### config.mk
export PLATFORM = sky130hd
export DESIGN_NAME = adsb_report_serializer
export DESIGN_NICKNAME = d
export VERILOG_FILES = /design/src/rtl/adsb_report_serializer.sv
export SDC_FILE = /design/constraint.sdc
export NUM_CORES = 1
export LEC_CHECK = 0
export ABC_AREA = 1
export CORE_MARGIN = 1.5
export CORE_UTILIZATION = 45
export DETAILED_ROUTE_END_ITERATION = 16
export PLACE_DENSITY = 0.66
export SETUP_SLACK_MARGIN = 0.02
export SLEW_MARGIN = 20
export SYNTH_ARGS = -nofsm -noshare
export SYNTH_HDL_FRONTEND = slang
export SYNTH_SLANG_ARGS = --single-unit
### constraint.sdc
create_clock -name Clk -period 17.3 [get_ports Clk]
set_clock_uncertainty 0.05 [all_clocks]
set_input_delay 3.46 -clock Clk [delete_from_list [all_inputs] [get_ports Clk]]
set_output_delay 3.46 -clock Clk [all_outputs]
set_load 0.05 [all_outputs]
### src/rtl/adsb_report_serializer.sv
// Buffers decoded ADS-B messages as report structs and streams each one out
// as a fixed-length AXI-stream packet: magic, sequence, timestamp, powers, status, message.
module adsb_report_serializer #(
   parameter int          AXI_DATA_WIDTH = 32,
   parameter int          MSG_WIDTH      = 112,
   parameter int          REPORT_DEPTH   = 4,
   parameter logic [31:0] MAGIC_NUM      = 32'hAD5B0001
) (
   input  logic                            Clk,
   input  logic                            Rst,
   input  logic                            Enable,
   input  logic                            Filter_crc_fail,
   input  logic                            Msg_valid,
   input  logic [MSG_WIDTH-1:0]            Msg_data,
   input  logic                            Msg_is_short,
   input  logic                            Msg_crc_ok,
   input  logic [63:0]                     Msg_timestamp,
   input  logic [31:0]                     Msg_preamble_s,
   input  logic [31:0]                     Msg_preamble_sn,
   input  logic                            M_axis_ready,
   output logic                            M_axis_valid,
   output logic [AXI_DATA_WIDTH-1:0]       M_axis_data,
   output logic                            M_axis_last,
   output logic [31:0]                     Dropped_count,
   output logic [$clog2(REPORT_DEPTH):0]   Reports_pending
);

   localparam int PTR_W   = $clog2(REPORT_DEPTH);
   localparam int CNT_W   = PTR_W + 1;
   localparam int RPT_W   = 224 + MSG_WIDTH;
   localparam int N_WORDS = (RPT_W + AXI_DATA_WIDTH - 1) / AXI_DATA_WIDTH;
   localparam int FLAT_W  = N_WORDS * AXI_DATA_WIDTH;
   localparam int PAD_W   = FLAT_W - RPT_W;
   localparam int IDX_W   = $clog2(N_WORDS);
   localparam int SHORT_W = MSG_WIDTH / 2;
   localparam logic [MSG_WIDTH-1:0] SHORT_MASK =
      ~((MSG_WIDTH'(1) << SHORT_W) - MSG_WIDTH'(1));

   typedef enum logic {S_IDLE, S_SEND} state_t;

   typedef struct packed {
      logic [31:0]          seq;
      logic [63:0]          ts;
      logic [31:0]          ps;
      logic [31:0]          psn;
      logic                 is_short;
      logic                 crc_ok;
      logic [MSG_WIDTH-1:0] msg;
   } report_t;

   state_t             r_state;
   logic [IDX_W-1:0]   r_word_idx;
   report_t            r_mem [REPORT_DEPTH];
   logic [PTR_W-1:0]   r_wr_ptr;
   logic [PTR_W-1:0]   r_rd_ptr;
   logic [CNT_W-1:0]   r_count;
   logic [31:0]        r_seq;
   logic [31:0]        r_dropped;

   state_t             w_state_nxt;
   logic [IDX_W-1:0]   w_word_idx_nxt;
   logic               w_accept;
   logic               w_full;
   logic               w_push;
   logic               w_drop;
   logic               w_fire;
   logic               w_last_word;
   logic               w_pop;
   report_t            w_new;
   report_t            w_head;
   logic [RPT_W-1:0]   w_rpt_bits;
   logic [FLAT_W-1:0]  w_flat;
   logic [FLAT_W-1:0]  w_flat_shift;

   // Dropped messages still consume a sequence number so the host sees the gap.
   assign w_accept    = Msg_valid && Enable && !(Filter_crc_fail && !Msg_crc_ok);
   assign w_full      = (r_count == CNT_W'(REPORT_DEPTH));
   assign w_push      = w_accept && !w_full;
   assign w_drop      = w_accept && w_full;
   assign w_fire      = (r_state == S_SEND) && M_axis_ready;
   assign w_last_word = (r_word_idx == IDX_W'(N_WORDS - 1));
   assign w_pop       = w_fire && w_last_word;

   always_comb begin
      w_new          = '0;
      w_new.seq      = r_seq;
      w_new.ts       = Msg_timestamp;
      w_new.ps       = Msg_preamble_s;
      w_new.psn      = Msg_preamble_sn;
      w_new.is_short = Msg_is_short;
      w_new.crc_ok   = Msg_crc_ok;
      w_new.msg      = Msg_is_short ? (Msg_data & SHORT_MASK) : Msg_data;
   end

   always_ff @(posedge Clk) begin
      if (w_push) begin
         r_mem[r_wr_ptr] <= w_new;
      end
   end

   always_ff @(posedge Clk) begin
      if (Rst) begin
         r_wr_ptr  <= '0;
         r_rd_ptr  <= '0;
         r_count   <= '0;
         r_seq     <= '0;
         r_dropped <= '0;
      end else begin
         if (w_accept) begin
            r_seq <= r_seq + 32'd1;
         end
         if (w_push) begin
            r_wr_ptr <= r_wr_ptr + PTR_W'(1);
         end
         if (w_pop) begin
            r_rd_ptr <= r_rd_ptr + PTR_W'(1);
         end
         if (w_push && !w_pop) begin
            r_count <= r_count + CNT_W'(1);
         end else if (!w_push && w_pop) begin
            r_count <= r_count - CNT_W'(1);
         end
         if (w_drop && (r_dropped != 32'hFFFF_FFFF)) begin
            r_dropped <= r_dropped + 32'd1;
         end
      end
   end

   always_ff @(posedge Clk) begin
      if (Rst) begin
         r_state    <= S_IDLE;
         r_word_idx <= '0;
      end else begin
         r_state    <= w_state_nxt;
         r_word_idx <= w_word_idx_nxt;
      end
   end

   // On the final word the next head (including one written this cycle) follows with no bubble.
   always_comb begin
      w_state_nxt    = r_state;
      w_word_idx_nxt = r_word_idx;
      case (r_state)
         S_IDLE: begin
            if (r_count != '0) begin
               w_state_nxt    = S_SEND;
               w_word_idx_nxt = '0;
            end
         end
         S_SEND: begin
            if (w_fire) begin
               if (w_last_word) begin
                  w_word_idx_nxt = '0;
                  if ((r_count == CNT_W'(1)) && !w_push) begin
                     w_state_nxt = S_IDLE;
                  end
               end else begin
                  w_word_idx_nxt = r_word_idx + IDX_W'(1);
               end
            end
         end
         default: w_state_nxt = S_IDLE;
      endcase
   end

   // The head entry and word index only change on a handshake, so valid/data/last
   // stay put while M_axis_ready is low.
   assign w_head     = r_mem[r_rd_ptr];
   assign w_rpt_bits = {MAGIC_NUM, w_head.seq, w_head.ts, w_head.ps, w_head.psn,
                        30'd0, w_head.is_short, w_head.crc_ok, w_head.msg};
   assign w_flat       = FLAT_W'(w_rpt_bits) << PAD_W;
   assign w_flat_shift = w_flat << (int'(r_word_idx) * AXI_DATA_WIDTH);

   assign M_axis_valid    = (r_state == S_SEND);
   assign M_axis_data     = (r_state == S_SEND) ? w_flat_shift[FLAT_W-1 -: AXI_DATA_WIDTH] : '0;
   assign M_axis_last     = (r_state == S_SEND) && w_last_word;
   assign Dropped_count   = r_dropped;
   assign Reports_pending = r_count;

endmodule

=== Yosys cells after proc, flatten, opt, wreduce, memory -nomap -nowiden ===
Memories as Yosys holds them, arrays and structs flattened. A register that Yosys moved wholly into a read port is not among the register bits.
Index checks and enable logic that the tools add are counted.

* Bits in registers: 76
* Memory bits (writable): 1096
* Output and inout port bits: 69
* Memories: 1

* $add $sub $neg: 7
* Equality and inequality tests: 6
* Shifts and indexed selects: 1
* Mux-type cells: 17
* Bitwise operators: 1
* Reduce and logical (&&, ||, !) cells: 20

{| class="wikitable"
|+ Memories
! memory !! depth !! width !! rd ports !! clocked after memory_dff !! wr ports !! line !! RTL
|-
| r_mem || 4 || 274 || 1 || 1 || 1 || 53 || <nowiki>report_t r_mem [REPORT_DEPTH];</nowiki>
|}

{| class="wikitable"
|+ Operators with widths
! cell !! count
|-
| 352-bit by 9-bit left shift with 352-bit output || 1
|-
| 32-bit by 1-bit adder with 32-bit output (second input constant) || 2
|-
| 56-bit two-way mux || 1
|-
| 32-bit two-way mux || 1
|-
| 32-bit inequality test (second input constant) || 1
|-
| 1-bit logical AND || 12
|-
| 4-bit two-way mux || 3
|-
| 4-bit case mux with 2 select lines || 1
|-
| 1-bit two-way mux || 6
|-
| 3-bit two-way mux || 2
|-
| 1-bit logical NOT || 5
|-
| 2-bit by 1-bit adder with 2-bit output (second input constant) || 2
|-
| 4-bit by 1-bit adder with 4-bit output (second input constant) || 1
|-
| 4-bit == test (second input constant) || 1
|-
| 2-bit two-way mux || 2
|-
| 3-bit by 1-bit adder with 3-bit output (second input constant) || 1
|-
| 3-bit by 1-bit == test with 1-bit output (second input constant) || 1
|-
| 3-bit == test (second input constant) || 1
|-
| 3-bit nonzero test || 1
|-
| 3-bit by 1-bit subtractor with 3-bit output (second input constant) || 1
|-
| 2-bit by 1-bit inequality test with 1-bit output (second input constant) || 1
|-
| 2-bit inequality test (second input constant) || 1
|-
| 1-bit case mux with 2 select lines || 1
|-
| 2-bit AND reduction || 1
|-
| other kinds (2) || 2
|}

=== Logic depth before layout (Yosys ltp) ===
* Depth after elaboration: 11
* Depth in mapped cells: 14

=== Worst setup path before layout ===
Ideal clock, no wire load.

* Kind: input to register
* From: in Msg_crc_ok
* To: mem r_mem[0][0] (netlist bit), enable pin
* Library setup time: 0.916 ns
* Arrival: 15.332 ns
* Required time: 16.334 ns
* Slack: 1.002 ns
* Stages: 4
* Buffers on the path: 0
* Cell sequence: inv_1 > a21oi_2 > nand2_1 > nor2_1

* Longest elaborated chain between the ends: 7

{| class="wikitable"
|+ RTL lines
! element !! line !! RTL
|-
| from (decl) || 16 || <nowiki>input logic Msg_crc_ok,</nowiki>
|-
| 1-bit logical NOT || 76 || <nowiki>assign w_accept = Msg_valid && Enable && !(Filter_crc_fail && !Msg_crc_ok);</nowiki>
|-
| 1-bit logical AND || 76 ||
|-
| 1-bit logical NOT || 76 ||
|-
| 1-bit logical AND || 76 ||
|-
| 1-bit logical AND || 78 || <nowiki>assign w_push = w_accept && !w_full;</nowiki>
|-
| 1-bit two-way mux || 96 || <nowiki>if (w_push) begin</nowiki>
|-
| 1-bit two-way mux (implied by the code) || 97 || <nowiki>r_mem[r_wr_ptr] <= w_new;</nowiki>
|-
| to (decl) || 53 ||
|}

Every way passes these cells.

==> flow_metrics.py <==
metrics = {
    "timing": {
        "tightest_slew_ns": 1.11,
        "slew_headroom": 0.258,
        "fin_setup_tns_ns": 0,
        "grt_setup_unrepaired": "false",
        "slew_violations": 0,
        "setup_viol": 0,
        "fmax_mhz": 99.7,
        "fin_crit_sh": 0.580,
        "finalHoldViolCount": 0,
        "period_needed_ns": 10.03,
    },
    "run_status": {
        "status": "completed",
    },
    "logic_synthesis": {
        "synth_top_cell_area_share": 0.660,
        "synth_commonest_cells": "edfxtp_1, nand2_1, nor2_1",
        "ys.flop_type": "edfxtp_1",
        "yosysMostFrequentCell": "edfxtp_1",
        "synthTopCellsByArea": "edfxtp_1, nand2_1, nor2_1, nand3_1, dfxtp_1",
        "synth_xor_xnor_area_share": 0.00299,
        "synth_seq_cells": 1174,
        "yosysTopAreaCell": "edfxtp_1",
        "synthAdderAreaFrac": 0.00326,
        "ys_seq_area_frac": 0.692,
        "avgSynthCellArea_sq_um": 10.8,
        "syn_nets": 4861,
        "synth_top_family_by_area": "simple AND/OR/NAND/NOR gates",
        "synth_compound_area_frac": 0.0658,
        "synth-simple-area-share": 0.179,
        "async_flop_share": 0,
        "yosysWarnings": 0,
        "synth.distinct_cells": 44,
        "synth_edf_count": 1096,
        "synth_mux_area_frac": 0,
        "synth_cells": 4600,
        "netlist_area_sq_mm": 0.0498,
    },
    "power_and_ir_drop": {
        "p_clk_frac": 0.419,
        "combPwrFrac": 0.047,
        "p_per_area_mw_per_mm2": 103,
        "switching_power_w": 0.00127,
        "switching_share": 0.215,
        "internal-power_w": 0.00466,
        "peakVddDrop_v": 0.0000794,
        "seq_power_share": 0.534,
        "p_leak_nw": 20.8,
    },
    "setup_path": {
        "cp-start-kind": "flop",
        "cp_top_family": "buffers and inverters",
        "cp.required_ns": 13.79,
        "critPathBufInv": 4,
        "arrival_ns": 6.52,
        "cpMaxStageDelayCell": "buf_4",
        "cpMostUsedCell": "buf_4",
        "crit_type": "reg -> out",
        "max_stage_delay_ns": 0.91,
        "path_cells": "buf_4 > buf_4 > buf_4 > nor2_1 > nor2_1 > o21ai_0 > nand2_1 > a21oi_1 > nand3_1 > nand2_1 > a21oi_1 > clkdlybuf4s50_1",
        "endpoint_kind": "output pin",
        "crit_fanout": 99,
    },
    "placement": {
        "dp_hpwl_mm": 82.1,
        "place_congestion": 0.916,
        "dp_cells": 6190,
        "port_buffers": 316,
    },
    "route": {
        "post-route-drc-count": 0,
        "firstDrtPassIters": 6,
        "vias_per_cell": 5.32,
        "routed_wl_mm": 136,
        "drtIter0Drc": 3668,
        "wl_met1_mm": 57.8,
        "num_vias": 34100,
        "wl_met3_mm": 10.8,
        "top_layer": "met5",
        "wl_met2_mm": 64.2,
        "ant_nets": 0,
        "detail_route.wl_per_cell_um": 21.2,
    },
    "cts": {
        "cts_max_path_buffers": 3,
        "htreeDepth": 3,
        "cts-root-buf": "clkbuf_16",
        "cts.sinks": 1174,
        "cts_inserted_buffers": 118,
        "clk_latency_ns": 0.71,
        "clk_pin_slew_worst_paths_ns": 0.06,
        "postCtsSetupBuffers": 0,
        "cts_hold_buf": 0,
        "post_cts_resized": 0,
        "cts_tree": "yes",
    },
    "die": {
        "rows": 121,
        "coreArea_sq_mm": 0.109,
        "die_area_sq_mm": 0.113,
        "die_x_um": 336,
        "initial_core_util": 0.456,
        "ioPinCount": 317,
        "die_h_um": 336,
    },
    "cells_and_area": {
        "num-fill-cells": 9414,
        "fin_nets": 5095,
        "area_growth_pct": 15.7,
        "drive_gt1_frac": 0.0590,
        "stdcell_count": 6416,
        "utilization": 0.528,
    },
    "global_route": {
        "grt_pass1_vias": 31700,
        "grt_usage": 0.237,
        "antenna_found_initial": 11,
        "gr-total-overflow": 0,
        "grt_pass1_wl_mm": 201,
        "grt_max_degree": 189,
    },
    "hold_path": {
        "min_path_type": "reg -> reg",
    },
    "run": {
        "cap_violations": 0,
    },
}
[sequential cells by signal, indices dropped and copies added (netlist names), named ones only]
name             count
r_mem             1096
M_axis_valid         1
r_wr_ptr             2
Reports_pending      3
r_rd_ptr             2
Dropped_count       32
r_seq               32
r_word_idx           4
[layer usage]
| metal | global-route usage | vias to the layer above |
|---|---|---|
| li1 | - | 16100 |
| met1 | 0.337 | 16400 |
| met2 | 0.375 | 1373 |
| met3 | 0.0379 | 186 |
| met4 | 0.0709 | 12 |
| met5 | 0 | - |
[power by group through the flow]
stage          clock (W)  sequential [W]  combinational, W
3_3_place_gp           0         0.00323          0.000277
3_5_place_dp           0         0.00323          0.000280
4_1_cts          0.00252         0.00317          0.000281
2_1_floorplan          0         0.00325          0.000119
6_report         0.00249         0.00317          0.000280
5_1_grt          0.00263         0.00317          0.000301
[placed cells by master, fill, tap and decap left out, drive strengths merged]
| cell | n |
|---|---|
| o21bai | 1 |
| o22ai | 68 |
| a21boi | 1 |
| o21ai | 350 |
| o21a | 1 |
| o211a | 1 |
| edfxtp | 1096 |
| a211oi | 1 |
| dfxtp | 78 |
| o211ai | 43 |
| or2 | 3 |
| xor2 | 14 |
| nand2 | 1088 |
| nor2 | 654 |
| xnor2 | 3 |
| nor3 | 36 |
| ha | 13 |
| clkinvlp | 6 |
| buf | 47 |
| clkbuf | 154 |
| bufinv | 9 |
| nand3 | 361 |
| a21oi | 130 |
| clkdlybuf4s50 | 314 |
| inv | 380 |
| nand4 | 26 |
| a31oi | 1 |
| diode | 6 |
| nand3b | 6 |
| and2 | 3 |
| clkinv | 46 |
[area by class of cell]
class | instances | area [sq um] | area share
Clock inverter | 66 | 604 | 0.0105
Multi-Input combinational cell | 2804 | 12600 | 0.218
Antenna cell | 6 | 15.0 | 0.000260
Tap cell | 1476 | 1850 | 0.0320
Clock buffer | 154 | 3140 | 0.0544
Sequential cell | 1174 | 34500 | 0.598
Inverter | 375 | 1430 | 0.0248
Timing Repair Buffer | 361 | 3550 | 0.0616
[worst paths after layout]
path / start / end / slack, ns / cells past startpoint
max reg2reg: Reports_pending[0]$_SDFFE_PP0P_ / r_mem[1][32]$_DFFE_PP_ / 13.03 / 8
min: r_rd_ptr[1]$_SDFFE_PP0P_ / flop / 0.40 / 2
max: flop / M_axis_data[26] / 7.27 / 12
min reg2reg: r_rd_ptr[1]$_SDFFE_PP0P_ / flop / 0.40 / 2
[per-stage QoR]
step | power (W) | instance area, sq um | hold slack (ns) | setup WS, ns
6_report | 0.00594 | 57700 | 0.402 | 7.27
5_1_grt | 0.00610 | 57700 | 0.426 | 6.79
2_1_floorplan | 0.00337 | 49800 | 0.386 | 1.00
3_5_place_dp | 0.00351 | 53900 | 0.397 | 8.03
3_3_place_gp | 0.00350 | 53900 | 0.394 | 8.14
4_1_cts | 0.00597 | 57700 | 0.407 | 7.26
[worst reg2reg max path, cell delays in order, from the launching register on]
cell,delay (ns)
dfxtp_1,0.38
inv_1,0.10
ha_1,0.22
nand2_1,0.13
nand2_1,0.34
nor2_4,0.22
buf_12,0.51
buf_4,0.89
buf_4,1.01
[logic make-up after synthesis]
logic type      after synthesis
flops                      1174
fa+ha+maj                    13
xor+xnor                     17
buf+inv                     622
simple gates               2177
compound gates              597
(Power assumes the default switching activity.)
